`src/rtl/sdram_pkg.sv`:
```
// Shared types and defaults for the SDRAM front-end arbiter.
// Widths match the sdram_controller ports.
package sdram_pkg;

  localparam int unsigned SDRAM_ADDR_W       = 22;
  localparam int unsigned SDRAM_DATA_W       = 16;
  localparam int unsigned SDRAM_BUSY_ARM_CYC = 4;
  localparam int unsigned SDRAM_TIMEOUT_CYC  = 1000;

  typedef enum logic [2:0] {
    StIdle,
    StIssue,
    StArm,
    StRun,
    StResp
  } arb_state_e;

  // Round-robin successor of a requester index.
  function automatic int unsigned rr_next(input int unsigned idx, input int unsigned n);
    return (idx + 1 >= n) ? 0 : idx + 1;
  endfunction

endpackage

```
`src/rtl/rr_priority_pick.sv`:
```
// Combinational round-robin picker: first set request at or after the
// pointer, wrapping around to index 0.
module rr_priority_pick #(
  parameter int unsigned NUM_REQ = 4,
  localparam int unsigned IDX_W  = $clog2(NUM_REQ)
) (
  input  logic [NUM_REQ-1:0] req_i,
  input  logic [IDX_W-1:0]   ptr_i,
  output logic [NUM_REQ-1:0] grant_o,
  output logic [IDX_W-1:0]   idx_o,
  output logic               valid_o
);

  logic [IDX_W-1:0] cand;

  always_comb begin
    grant_o = '0;
    idx_o   = '0;
    valid_o = 1'b0;
    cand    = '0;
    for (int unsigned off = 0; off < NUM_REQ; off++) begin
      cand = IDX_W'((32'(ptr_i) + off) % NUM_REQ);
      if (!valid_o && req_i[cand]) begin
        valid_o       = 1'b1;
        idx_o         = cand;
        grant_o[cand] = 1'b1;
      end
    end
  end

endmodule

```
`src/rtl/sdram_rr_arbiter.sv`:
```
// Round-robin arbiter sharing one sdram_controller front-end between
// NUM_REQ requesters, with busy tracking and timeout.
module sdram_rr_arbiter
  import sdram_pkg::*;
#(
  parameter int unsigned NUM_REQ      = 4,
  parameter int unsigned ADDR_W       = SDRAM_ADDR_W,
  parameter int unsigned DATA_W       = SDRAM_DATA_W,
  parameter int unsigned BUSY_ARM_CYC = SDRAM_BUSY_ARM_CYC,
  parameter int unsigned TIMEOUT_CYC  = SDRAM_TIMEOUT_CYC,
  localparam int unsigned IDX_W       = $clog2(NUM_REQ)
) (
  input  logic                      clk,
  input  logic                      reset_n,
  input  logic [NUM_REQ-1:0]        req,
  input  logic [NUM_REQ-1:0]        req_we,
  input  logic [NUM_REQ*ADDR_W-1:0] req_addr,
  input  logic [NUM_REQ*DATA_W-1:0] req_wdata,
  output logic [NUM_REQ-1:0]        req_ack,
  output logic [DATA_W-1:0]         req_rdata,
  output logic                      req_err,
  output logic [IDX_W-1:0]          grant_id,
  output logic [ADDR_W-1:0]         mc_address,
  output logic [DATA_W-1:0]         mc_write_data,
  output logic                      mc_read,
  output logic                      mc_write,
  input  logic                      mc_busy,
  input  logic [DATA_W-1:0]         mc_read_data
);

  localparam int unsigned CNT_MAX = (TIMEOUT_CYC > BUSY_ARM_CYC) ? TIMEOUT_CYC : BUSY_ARM_CYC;
  localparam int unsigned CNT_W   = $clog2(CNT_MAX + 1);

  arb_state_e          state_q, state_d;
  logic [IDX_W-1:0]    ptr_q, ptr_d;
  logic [IDX_W-1:0]    win_q, win_d;
  logic                we_q, we_d;
  logic [ADDR_W-1:0]   addr_q, addr_d;
  logic [DATA_W-1:0]   wdata_q, wdata_d;
  logic [DATA_W-1:0]   rdata_q, rdata_d;
  logic                err_q, err_d;
  logic [CNT_W-1:0]    cnt_q, cnt_d;

  logic [NUM_REQ-1:0]  pick_grant;
  logic [IDX_W-1:0]    pick_idx;
  logic                pick_valid;

  rr_priority_pick #(
    .NUM_REQ (NUM_REQ)
  ) u_pick (
    .req_i   (req),
    .ptr_i   (ptr_q),
    .grant_o (pick_grant),
    .idx_o   (pick_idx),
    .valid_o (pick_valid)
  );

  always_comb begin
    state_d = state_q;
    ptr_d   = ptr_q;
    win_d   = win_q;
    we_d    = we_q;
    addr_d  = addr_q;
    wdata_d = wdata_q;
    rdata_d = rdata_q;
    err_d   = err_q;
    cnt_d   = cnt_q;

    unique case (state_q)
      StIdle: begin
        if (pick_valid && !mc_busy) begin
          win_d   = pick_idx;
          err_d   = 1'b0;
          cnt_d   = '0;
          state_d = StIssue;
          for (int unsigned i = 0; i < NUM_REQ; i++) begin
            if (pick_grant[i]) begin
              we_d    = req_we[i];
              addr_d  = req_addr[i*ADDR_W +: ADDR_W];
              wdata_d = req_wdata[i*DATA_W +: DATA_W];
            end
          end
        end
      end
      StIssue: begin
        cnt_d   = '0;
        state_d = StArm;
      end
      StArm: begin
        if (mc_busy) begin
          cnt_d   = '0;
          state_d = StRun;
        end else if (cnt_q == CNT_W'(BUSY_ARM_CYC - 1)) begin
          // Busy never rose: the controller finished the command on its own.
          state_d = StResp;
          if (!we_q) rdata_d = mc_read_data;
        end else begin
          cnt_d = cnt_q + 1'b1;
        end
      end
      StRun: begin
        if (!mc_busy) begin
          state_d = StResp;
          if (!we_q) rdata_d = mc_read_data;
        end else if (cnt_q == CNT_W'(TIMEOUT_CYC - 1)) begin
          state_d = StResp;
          err_d   = 1'b1;
          if (!we_q) rdata_d = mc_read_data;
        end else begin
          cnt_d = cnt_q + 1'b1;
        end
      end
      StResp: begin
        ptr_d   = IDX_W'(rr_next(32'(win_q), NUM_REQ));
        state_d = StIdle;
      end
      default: state_d = StIdle;
    endcase
  end

  always_ff @(posedge clk or negedge reset_n) begin
    if (!reset_n) begin
      state_q <= StIdle;
      ptr_q   <= '0;
      win_q   <= '0;
      we_q    <= 1'b0;
      addr_q  <= '0;
      wdata_q <= '0;
      rdata_q <= '0;
      err_q   <= 1'b0;
      cnt_q   <= '0;
    end else begin
      state_q <= state_d;
      ptr_q   <= ptr_d;
      win_q   <= win_d;
      we_q    <= we_d;
      addr_q  <= addr_d;
      wdata_q <= wdata_d;
      rdata_q <= rdata_d;
      err_q   <= err_d;
      cnt_q   <= cnt_d;
    end
  end

  always_comb begin
    req_ack = '0;
    if (state_q == StResp) req_ack[win_q] = 1'b1;
  end

  assign req_err       = (state_q == StResp) && err_q;
  assign req_rdata     = rdata_q;
  assign grant_id      = win_q;
  assign mc_address    = addr_q;
  assign mc_write_data = wdata_q;
  assign mc_read       = (state_q == StIssue) && !we_q;
  assign mc_write      = (state_q == StIssue) && we_q;

endmodule

```
`config.mk`:
```
export PLATFORM = sky130hd
export DESIGN_NAME = sdram_rr_arbiter
export DESIGN_NICKNAME = d
export VERILOG_FILES = /design/src/rtl/sdram_pkg.sv /design/src/rtl/rr_priority_pick.sv /design/src/rtl/sdram_rr_arbiter.sv
export SDC_FILE = /design/constraint.sdc
export NUM_CORES = 1
export LEC_CHECK = 0
export CAP_MARGIN = 20
export CORE_ASPECT_RATIO = 1.5
export CORE_MARGIN = 5
export CORE_UTILIZATION = 40
export CTS_BUF_LIST = sky130_fd_sc_hd__clkbuf_2
export CTS_CLUSTER_SIZE = 16
export DETAILED_ROUTE_END_ITERATION = 6
export PLACE_DENSITY = 0.78
export SYNTH_ARGS = -nofsm -noshare
export SYNTH_HDL_FRONTEND = slang
export SYNTH_SLANG_ARGS = --single-unit
```
`constraint.sdc`:
```
create_clock -name clk -period 6.46 [get_ports clk]
set_input_delay 1.292 -clock clk [delete_from_list [all_inputs] [get_ports clk]]
set_output_delay 1.292 -clock clk [all_outputs]
set_load 0.02 [all_outputs]
```
==> results.toml <==
[outcome]
status = "complete, no violations"

[clock_network]
clock_latency_ps = 520
cts.htree.levels = 3
post_cts_buffers = 0
cts_tree = "done"
clockBufferDepth = 2
ctsHoldBuffers = 0
numCtsBuffers = 9
cts_root_buf = "clkbuf_2"
cts.sinks = 73
cts.clk_slew.worst_paths_ps = 190
ctsResizeCount = 0

[placed_design]
hpwl_um = 13900
gp_congestion = 0.899
portBuffers = 241
placed_cell_area_mm2 = 0.00762

[pwr]
swShare_pct = 48.6
ir_worst_vdd_uv = 239
power.net_switching_uw = 1650
pwr-share-comb_pct = 67.6
p_leak_uw = 0.00330
power_frac_clock_pct = 8.5
p_seq_share_pct = 23.9
power.density_mw_per_mm2 = 438
intPower_uw = 1740

[detailed_routing]
ant_nets = 0
first_pass_iters = 5
wire_per_inst_um = 21.3
viasPerCell = 6.01
drt_iter0_markers = 352
drc_errors = 0
routed_wirelength_um = 20000
vias = 5628

[global_routing]
antenna_found_initial = 0
use_met1_pct = 27.7
met3_usage_pct = 8.95
grt-busiest-layer = "met2"
grt_pass1_wl_um = 30300
grt_max_degree = 79
grt-ovfl-total = 0
grt_use_total_pct = 24.6
grt_pass1_vias = 5828
met2_usage_pct = 42.5

[synthesis]
synthDistinctLibCells = 53
synth_fa_ha_area_share_pct = 2.63
netlist_top_cells_area = "dfrtp_1, a32oi_1, o311ai_1, a21boi_0, o21bai_1"
synth_ff_type = "dfrtp_1"
synth_top_family_by_area = "compound AO/OA/AOI/OAI gates"
synth-edff-count = 0
syn-num-nets = 767
ys_seq_area_share_pct = 34.9
synth_compound_area_share_pct = 35.1
synth_xor_area_share_pct = 0.167
ys_ff_latch = 73
yosys.area_share.simple_pct = 12.2
syn_area_mm2 = 0.00524
syn-instance-count = 577
syn_avg_cell_area_um2 = 9.08
yosysTopAreaCellShare_pct = 34.9
synthArstFlopShare_pct = 100
yosys_warnings = 0
yosys.area.top_type = "dfrtp_1"
synthMuxAreaShare_pct = 6.16

[worst_setup_path]
end_kind = "flip-flop"
r2r_start = "ptr_q[0]"
path_depth = 8
reg2reg_depth = 9
critPathKind = "input port to flip-flop"
crit_family = "simple AND/OR/NAND/NOR gates"
r2r_setup_slack_ps = 1930
required_ps = 6880
worstSetupStartpointType = "input port"
cpMaxStageDelayCell = "nand3_2"
rr_endpoint = "mc_write_data[7]"
path_cells = "clkdlybuf4s50_1 -> or3_1 -> o22ai_1 -> o21ai_4 -> buf_4 -> and4_4 -> nand3_2 -> a32oi_1"
max_stage_delay_ps = 740
cp_max_fo = 51
critPathBufInv = 2
critPathArrivalTime_ps = 5010

[floorplan]
ios = 242
start_util_pct = 40.5
die_x_um = 103
die_area_mm2 = 0.0155
die_h_um = 150
rows = 51
core-area_mm2 = 0.0130

[timing]
hold_viol = 0
report.final.slew_viol_count = 0
final-setup-viol-count = 0
relSlewSlack_pct = 34.6
period_share_pct = 71.2
skew_ps = 21.6
setup_tns_ps = 0
worstMarginPinSlew_ps = 981
max_freq_mhz = 217
period_minus_slack_ps = 4600
rsz0062_at_grt = "no"

[layout]
syn2layout_area_growth_pct = 48.0
nNetsFinal = 964
final_area_mm2 = 0.00775
drive_gt1_share_pct = 7.33
antennaDiodeCount = 0

[run]
cap_violations = 0

[hold_path]
hp-start = "err_q"
hold_depth = 2
hp-class = "flip-flop to flip-flop"
hold_end = "err_q"
[cells in the mapped netlist, drive strengths merged, types with 2 or more instances]
master	n
a21boi	39
a21oi	49
a31oi	3
a32oi	40
and3	44
buf	28
clkbuf	31
dfrtp	73
ha	11
inv	48
mux2	20
mux2i	3
mux4	3
nand2	14
nand2b	4
nand3	8
nand3b	6
nor2	11
nor2b	4
nor3	5
o21a	2
o21ai	21
o21bai	39
o2bb2ai	3
o311ai	39
o31ai	5
o41ai	2
or2	3
or3	3
or3b	2
[how the worst max path moves through the flow]
stage | start | end
final | req[3] | mc_write_data[7]
after global routing | ptr_q[0] | mc_write_data[13]
after CTS | req[2] | mc_write_data[7]
after detailed placement | req[3] | mc_write_data[7]
after global placement | req[3] | mc_address[15]
after floorplan | req[3] | mc_address[0]
[sequential cells by signal, summed over array words and instances, names as in the netlist]
signal / cells
state_q: 3
err_q: 1
cnt_q: 10
ptr_q: 2
req_rdata: 16
mc_address: 22
mc_write_data: 16
grant_id: 2
we_q: 1
[kinds of logic (layout without fill, tap and decap cells)]
family                   Yosys count  count (layout)
adder cells (fa/ha/maj)           11              11
flip-flops                        73              73
buffers and inverters            107             308
AND/OR/NAND/NOR                  110             110
AO/OA/AOI/OAI                    249             249
multiplexers                      26              26
XOR/XNOR                           1               1
[placed cells by master (no fill, tap or decap), types with 5 or more instances in the layout]
cell             netlist  final
nor3_1                 5      5
inv_1                 48     48
ha_1                  11     11
nor2_1                11     11
o31ai_1                5      5
mux2_2                20     20
o311ai_1              39     39
a21boi_0              39     39
dfrtp_1               73     73
clkbuf_2               1     12
clkdlybuf4s50_1        0    240
nand3_1                8      7
a32oi_1               40     40
nand2_1               14     13
and3_1                44     44
o21ai_0               19     19
o21bai_1              39     39
nand3b_1               6      6
a21oi_1               49     49
[metrics by stage]
step                      total power, uW  utilization [%]  hold slack [ps]  setup WS (ps)  cells
after detailed placement             3100             58.9              468           1430    921
after floorplan                      2290                -              442           3160    577
after global placement               3040             58.9              457           1530    921
after CTS                            3400             59.8              510           2000    936
after global routing                 3630             59.9              554           1700    937
final                                3390             59.9              505           1860    937
[power groups by stage]
stage	sequential [uW]	combinational [uW]	clock, uW
detailed placement	819	2280	0
floorplan	963	1330	0
global placement	810	2230	0
global route	835	2470	326
CTS	810	2280	303
finish	812	2290	289
[layout make-up]
| cell class | count | area, um2 |
|---|---|---|
| repair buffers | 245 | 2440 |
| inverters | 48 | 180 |
| clock buffers | 11 | 55.1 |
| multi-input cells | 397 | 2990 |
| fillers | 1130 | 5200 |
| well taps | 159 | 199 |
| clock inverters | 4 | 68.8 |
| flip-flops and latches | 73 | 1830 |
[tightest hold or removal path: stages, from the launching register on]
cell,delay [ps]
dfrtp_1,380
nand2_1,40
o21ai_0,60
[routing by layer]
| metal | vias up | routed length [um] |
|---|---|---|
| li1 | 2582 | - |
| met1 | 2724 | 7220 |
| met2 | 286 | 9970 |
| met3 | 36 | 2260 |
| met4 | 0 | 505 |
| met5 | - | 0 |
(Power assumes the default switching activity.)
